$ cat src/rtl/bp_me_clint_mc_pkg.sv
// Shared definitions for the multi-hart CLINT: register base offsets, the
// command record and the byte-masked merge used by every 64-bit register.
package bp_me_clint_mc_pkg;

    localparam int clint_offset_width_gp = 16;
    localparam int clint_dword_width_gp  = 64;

    typedef enum logic [15:0] {
        e_clint_msip_off     = 16'h0000,
        e_clint_mtimecmp_off = 16'h4000,
        e_clint_prescale_off = 16'hBFF0,
        e_clint_mtime_off    = 16'hBFF8
    } bp_clint_mc_offset_e;

    typedef struct packed {
        logic                             w;
        logic [clint_offset_width_gp-1:0] addr;
        logic [7:0]                       mask;
        logic [clint_dword_width_gp-1:0]  data;
    } bp_clint_mc_cmd_s;

    localparam logic [0:0] e_clint_ready = 1'b0;
    localparam logic [0:0] e_clint_resp  = 1'b1;

    function automatic logic [63:0] bp_clint_mask_merge(
        input logic [63:0] old_i,
        input logic [63:0] new_i,
        input logic [7:0]  mask_i
    );
        logic [63:0] merged;
        merged = old_i;
        for (int b = 0; b < 8; b++) begin
            if (mask_i[b]) merged[8*b +: 8] = new_i[8*b +: 8];
        end
        return merged;
    endfunction

endpackage

$ cat src/rtl/bp_me_clint_timebase.sv
// RTC prescaler and shared 64-bit mtime; a software write to mtime overrides
// any increment landing in the same cycle.
module bp_me_clint_timebase
    import bp_me_clint_mc_pkg::*;
#(
    parameter int prescale_width_p = 8
)
(
    input  logic                        clk_i,
    input  logic                        reset_i,
    input  logic                        tick_i,
    input  logic [prescale_width_p-1:0] prescale_i,
    input  logic                        prescale_w_i,
    input  logic                        mtime_w_i,
    input  logic [63:0]                 mtime_data_i,
    input  logic [7:0]                  mtime_mask_i,
    output logic [63:0]                 mtime_o
);

    logic [prescale_width_p-1:0] count_q, count_d;
    logic [63:0]                 mtime_q, mtime_d;
    logic                        roll;

    assign roll = tick_i & (count_q == prescale_i);

    always_comb begin
        count_d = count_q;
        if (tick_i) count_d = roll ? '0 : count_q + 1'b1;
        if (prescale_w_i) count_d = '0;
    end

    always_comb begin
        mtime_d = mtime_q;
        if (roll) mtime_d = mtime_q + 64'd1;
        if (mtime_w_i) mtime_d = bp_clint_mask_merge(mtime_q, mtime_data_i, mtime_mask_i);
    end

    always_ff @(posedge clk_i) begin
        if (reset_i) begin
            count_q <= '0;
            mtime_q <= '0;
        end else begin
            count_q <= count_d;
            mtime_q <= mtime_d;
        end
    end

    assign mtime_o = mtime_q;

endmodule

$ cat src/rtl/bp_me_clint_mc.sv
// Multi-hart CLINT: msip/mtimecmp per hart, shared prescaled mtime, one
// outstanding request on a valid/ready command/response port.
//   state | meaning
//   READY | accepting a command
//   RESP  | holding registered response until resp_ready_and_i
module bp_me_clint_mc
    import bp_me_clint_mc_pkg::*;
#(
    parameter int num_core_p       = 4,
    parameter int dword_width_p    = 64,
    parameter int prescale_width_p = 8,
    parameter int offset_width_p   = 16
)
(
    input  logic                      clk_i,
    input  logic                      reset_i,
    input  logic                      rtc_tick_i,
    input  logic                      cmd_v_i,
    output logic                      cmd_ready_and_o,
    input  logic                      cmd_w_i,
    input  logic [offset_width_p-1:0] cmd_addr_i,
    input  logic [7:0]                cmd_mask_i,
    input  logic [dword_width_p-1:0]  cmd_data_i,
    output logic                      resp_v_o,
    input  logic                      resp_ready_and_i,
    output logic [dword_width_p-1:0]  resp_data_o,
    output logic                      resp_err_o,
    output logic [num_core_p-1:0]     software_irq_o,
    output logic [num_core_p-1:0]     timer_irq_o
);

    logic [0:0]                  state_q, state_d;
    logic [dword_width_p-1:0]    resp_data_q, resp_data_d;
    logic                        resp_err_q, resp_err_d;
    logic [dword_width_p-1:0]    mtimecmp_q [num_core_p];
    logic [dword_width_p-1:0]    mtimecmp_d [num_core_p];
    logic [num_core_p-1:0]       msip_q, msip_d;
    logic [prescale_width_p-1:0] prescale_q, prescale_d;
    logic [dword_width_p-1:0]    mtime;
    logic [dword_width_p-1:0]    rdata;
    logic [num_core_p-1:0]       msip_hit, cmp_hit;
    logic                        prescale_hit, mtime_hit, addr_err, accept, wr_ok;

    assign cmd_ready_and_o = (state_q == e_clint_ready);
    assign resp_v_o        = (state_q == e_clint_resp);
    assign resp_data_o     = resp_data_q;
    assign resp_err_o      = resp_err_q;
    assign accept          = cmd_v_i & cmd_ready_and_o;

    // Exact-match decode per register rules out misalignment and absent harts at once.
    always_comb begin
        for (int h = 0; h < num_core_p; h++) begin
            msip_hit[h] = (cmd_addr_i == offset_width_p'(int'(e_clint_msip_off) + 4*h));
            cmp_hit[h]  = (cmd_addr_i == offset_width_p'(int'(e_clint_mtimecmp_off) + 8*h));
        end
    end

    assign prescale_hit = (cmd_addr_i == offset_width_p'(e_clint_prescale_off));
    assign mtime_hit    = (cmd_addr_i == offset_width_p'(e_clint_mtime_off));
    assign addr_err     = ~((|msip_hit) | (|cmp_hit) | prescale_hit | mtime_hit);
    assign wr_ok        = accept & cmd_w_i & ~addr_err;

    always_comb begin
        rdata = '0;
        for (int h = 0; h < num_core_p; h++) begin
            if (msip_hit[h]) rdata = {{(dword_width_p-1){1'b0}}, msip_q[h]};
            if (cmp_hit[h])  rdata = mtimecmp_q[h];
        end
        if (prescale_hit) rdata = dword_width_p'(prescale_q);
        if (mtime_hit)    rdata = mtime;
    end

    always_comb begin
        msip_d     = msip_q;
        prescale_d = prescale_q;
        for (int h = 0; h < num_core_p; h++) begin
            mtimecmp_d[h] = mtimecmp_q[h];
            if (wr_ok & cmp_hit[h])
                mtimecmp_d[h] = bp_clint_mask_merge(mtimecmp_q[h], cmd_data_i, cmd_mask_i);
            if (wr_ok & msip_hit[h] & cmd_mask_i[0])
                msip_d[h] = cmd_data_i[0];
        end
        if (wr_ok & prescale_hit)
            prescale_d = prescale_width_p'(
                bp_clint_mask_merge(dword_width_p'(prescale_q), cmd_data_i, cmd_mask_i));
    end

    always_comb begin
        state_d     = state_q;
        resp_data_d = resp_data_q;
        resp_err_d  = resp_err_q;
        case (state_q)
            e_clint_ready: if (accept) begin
                state_d     = e_clint_resp;
                resp_data_d = (cmd_w_i | addr_err) ? '0 : rdata;
                resp_err_d  = addr_err;
            end
            default: if (resp_ready_and_i) state_d = e_clint_ready;
        endcase
    end

    always_ff @(posedge clk_i) begin
        if (reset_i) begin
            state_q     <= e_clint_ready;
            resp_data_q <= '0;
            resp_err_q  <= 1'b0;
            msip_q      <= '0;
            prescale_q  <= '0;
            for (int h = 0; h < num_core_p; h++) mtimecmp_q[h] <= '1;
        end else begin
            state_q     <= state_d;
            resp_data_q <= resp_data_d;
            resp_err_q  <= resp_err_d;
            msip_q      <= msip_d;
            prescale_q  <= prescale_d;
            for (int h = 0; h < num_core_p; h++) mtimecmp_q[h] <= mtimecmp_d[h];
        end
    end

    bp_me_clint_timebase #(
        .prescale_width_p(prescale_width_p)
    ) timebase (
        .clk_i        (clk_i),
        .reset_i      (reset_i),
        .tick_i       (rtc_tick_i),
        .prescale_i   (prescale_q),
        .prescale_w_i (wr_ok & prescale_hit),
        .mtime_w_i    (wr_ok & mtime_hit),
        .mtime_data_i (cmd_data_i),
        .mtime_mask_i (cmd_mask_i),
        .mtime_o      (mtime)
    );

    assign software_irq_o = msip_q;

    for (genvar h = 0; h < num_core_p; h++) begin : g_cmp
        assign timer_irq_o[h] = (mtime >= mtimecmp_q[h]);
    end

endmodule
$ cat config.mk
export PLATFORM = sky130hd
export DESIGN_NAME = bp_me_clint_mc
export DESIGN_NICKNAME = d
export VERILOG_FILES = /design/src/rtl/bp_me_clint_mc_pkg.sv /design/src/rtl/bp_me_clint_timebase.sv /design/src/rtl/bp_me_clint_mc.sv
export SDC_FILE = /design/constraint.sdc
export NUM_CORES = 1
export LEC_CHECK = 0
export CORE_AREA = 2 2 223 225
export DETAILED_ROUTE_END_ITERATION = 8
export DIE_AREA = 0 0 225 227
export PLACE_DENSITY = 0.78
export SLEW_MARGIN = 20
export SYNTH_ARGS = -nofsm -noshare
export SYNTH_HDL_FRONTEND = slang
export SYNTH_HIERARCHICAL = 1
export SYNTH_SLANG_ARGS = --single-unit
$ cat constraint.sdc
create_clock -name clk_i -period 3.5 [get_ports clk_i]
set_clock_uncertainty 0.15 [all_clocks]
set_input_delay 0.7 -clock clk_i [delete_from_list [all_inputs] [get_ports clk_i]]
set_output_delay 0.7 -clock clk_i [all_outputs]
set_load 0.1 [all_outputs]
==> flow_summary.ini <==
[global_route]
grt_max_degree = 69
grt_pass1_vias = 24620
gr-usage-all-layers_pct = 31.96
antenna_found_initial = 0
grt_pass1_wl_um = 130900
grt-ovfl-total = 0

[die]
design.core.area_um2 = 48550
boundaryPins = 169
fp.dieH_um = 227
start_util_pct = 49.45
design.die.area_um2 = 51080
rows = 81
die_x_um = 225

[place]
dpl_cell_area_um2 = 27930
portBuffers = 168
place_congestion = 0.9860
dp.cells = 3806
dp_hpwl_um = 61710

[final_layout]
fin_nets = 3604
antenna_cells = 0
fillers = 4027
fin_util_pct = 62.77
stdcell_count = 3909
final_cell_area_um2 = 30470
area_delta_synth_final_pct = 26.95
drive_gt1_share_pct = 18.89
regArea_um2 = 8185
multi_input_area_um2 = 14940

[synth]
synthFlopType = dfxtp_1
async_flop_share_pct = 0
syn-num-nets = 3252
netlist_area_um2 = 24000
synthCells = 2900
yosysSeqAreaShare_pct = 33.86
synth_edf_count = 0
yosys_warnings = 6
synth_seq_cells = 406
yosysUniqueCellTypes = 76
synth.avg_cell_area_um2 = 8.277

[power]
vdd.ir_drop.worst_uv = 382.8
fin_total_pwr_uw = 10520
cellLeakagePower_uw = 0.01483
p_per_area_nw_per_um2 = 345.2

[routing]
routed_via_density = 6.460
dr.pass1.iters = 9
drt_iter0_drc = 2934
antenna_left = 0
wl_um = 84570
drc_errors = 2
routedWlPerCell_um = 21.63
vias = 25250

[timing]
period_share_pct = 113.1
worst_slack_ns = -0.4581
rsz0062_at_grt = true
setup_violations = 4
hold_viol = 0
fmax_mhz = 252.6
fin_crit_ns = 3.958
drv_slew = 0
max_slew_margin_pct = 43.24
worst_pin_slew_ns = 0.8504

[cts]
clk_pin_slew_ns = 0.06
h-tree-depth = 2
cts_tree = done
clock_latency_ns = 0.60
numClockSinks = 406
clockBufferDepth = 3
root_buffer = clkbuf_16
cts_made_buffers = 47

[critical_path]
cp.arrival_ns = 3.11
cp_data_required_time_ns = 2.65
crit_path_start_kind = register
critPathMaxFanout = 3
critical_path_class = reg2out
reg2regPathDepth = 10
path_cells = ha_4, nand2_2, nor4_1, a2111oi_0, o21ai_1, o221a_2, a2111oi_4, buf_4, o31ai_4, buf_12
end_kind = output pin
crit_slowest_cell = a2111oi_0
cpPeakStageDelay_ns = 0.43

[hold_path]
worstHoldPathType = reg2reg
hold-path-cell-count = 1

[outcome]
violations = design-rule violations, negative setup slack
status = finished, violations left

[flow_run]
maxCapViolCount = 0
-- per-layer routing --
layer	wire length, µm	global-route usage [%]
met4	3987	14.74
met5	0	0
met1	33950	40.98
met3	8383	6.053
met2	38250	52.22
-- kinds of logic after synthesis --
| logic type | share of synthesized area, % |
|---|---|
| buf+inv | 6.865 |
| fa+ha+maj | 13.45 |
| compound gates | 26.27 |
| flops | 33.86 |
| xor+xnor | 0.5473 |
| mux | 1.632 |
| simple gates | 17.38 |
-- worst max-delay path: cells and delay by family, from the launching register on --
family	cells	cell delay, ns
fa+ha+maj	1	0.23
simple gates	2	0.15
flops	1	0.42
buf+inv	2	0.39
compound gates	5	1.33
-- stage by stage --
step           hold WS (ns)  TNS [ns]  setup WS (ns)
4_1_cts              0.3050    -1.514        -0.4057
6_report             0.2996    -1.691        -0.4581
3_3_place_gp         0.2842    -22.18        -0.4999
2_1_floorplan        0.3172  -0.01885       -0.01885
5_1_grt              0.3148    -1.984        -0.5237
3_5_place_dp         0.2905    -29.81        -0.5639
-- state kept, by name, indices dropped and copies added, names as in the netlist --
| signal | cells |
|---|---|
| timebase/mtime_o | 64 |
| resp_err_o | 1 |
| resp_v_o | 1 |
| resp_data_o | 64 |
| software_irq_o | 4 |
| prescale_q | 8 |
| timebase/count_q | 8 |
| mtimecmp_q | 256 |
-- where the power goes --
group / internal [µW] / switching, µW
sequential: 4620 / 6.98
clock: 3240 / 2100
combinational: 208 / 345
total: 8070 / 2450
-- worst paths after layout --
kind / slack, ns / to / startpoint
min reg2reg: 0.30 / resp_data_o[35] / resp_data_o[35]
max: -0.46 / timer_irq_o[0] / timebase/mtime_o[60]
min: 0.30 / resp_data_o[35] / resp_data_o[35]
max reg2reg: 0.06 / timebase/mtime_o[54] / timebase/mtime_o[0]
-- area by class of cell --
| type | instances | area share, % |
|---|---|---|
| tap | 622 | 2.554 |
| timing repair buffer | 458 | 12.78 |
| sequential | 406 | 26.86 |
| clock buffer | 67 | 4.640 |
| inverter | 268 | 3.318 |
| multi-input combinational | 2071 | 49.02 |
| clock inverter | 17 | 0.8212 |
-- cells in the final DEF, fill, tap and decap left out, types with 15 or more instances in the layout --
master and instances:
nor2_2 21, nand3_1 65, nor3_1 43, a222oi_1 64
and4_1 16, o211ai_1 266, nand4_1 86, ha_4 24
dfxtp_1 372, a211oi_1 23, nor2_1 131, clkbuf_16 49
a21oi_1 139, clkdlybuf4s50_1 92, nand2_1 379, nor4_1 26
buf_4 340, mux2i_1 29, a22oi_1 68, inv_1 258
a21o_1 100, ha_1 232, buf_12 15, dfxtp_2 28
o21ai_0 76
-- synth_stat cells, types with 12 or more instances --
cell type  instances  share of area [%]
a211oi_1          29               0.91
a21o_1           100                3.1
a21oi_1          147                3.1
a222oi_1          64                2.7
a22oi_1           68                2.1
a311oi_1          14               0.51
a31oi_1           12               0.31
and3_1            14               0.36
and4_1            17               0.62
buf_2             33               0.69
clkbuf_1         115                1.8
dfxtp_1          406                 34
ha_1             258                 13
inv_1            267                4.2
mux2i_1           29                1.2
nand2_1          382                6.0
nand3_1           68                1.4
nand4_1           86                2.2
nor2_1           138                2.2
nor2_2            16               0.42
nor3_1            48                1.0
nor4_1            32               0.83
o211ai_1         266                8.3
o21a_1            14               0.44
o21ai_0           86                1.8
o31ai_1           15               0.47
or4_1             13               0.41
-- timing repair --
item,in CTS,in global routing
setup endpoints to repair,4,36
setup buffers,12,7
gates resized for setup,79,84
pin swaps,32,41
hold buffers,0,0
(Power assumes the default switching activity.)
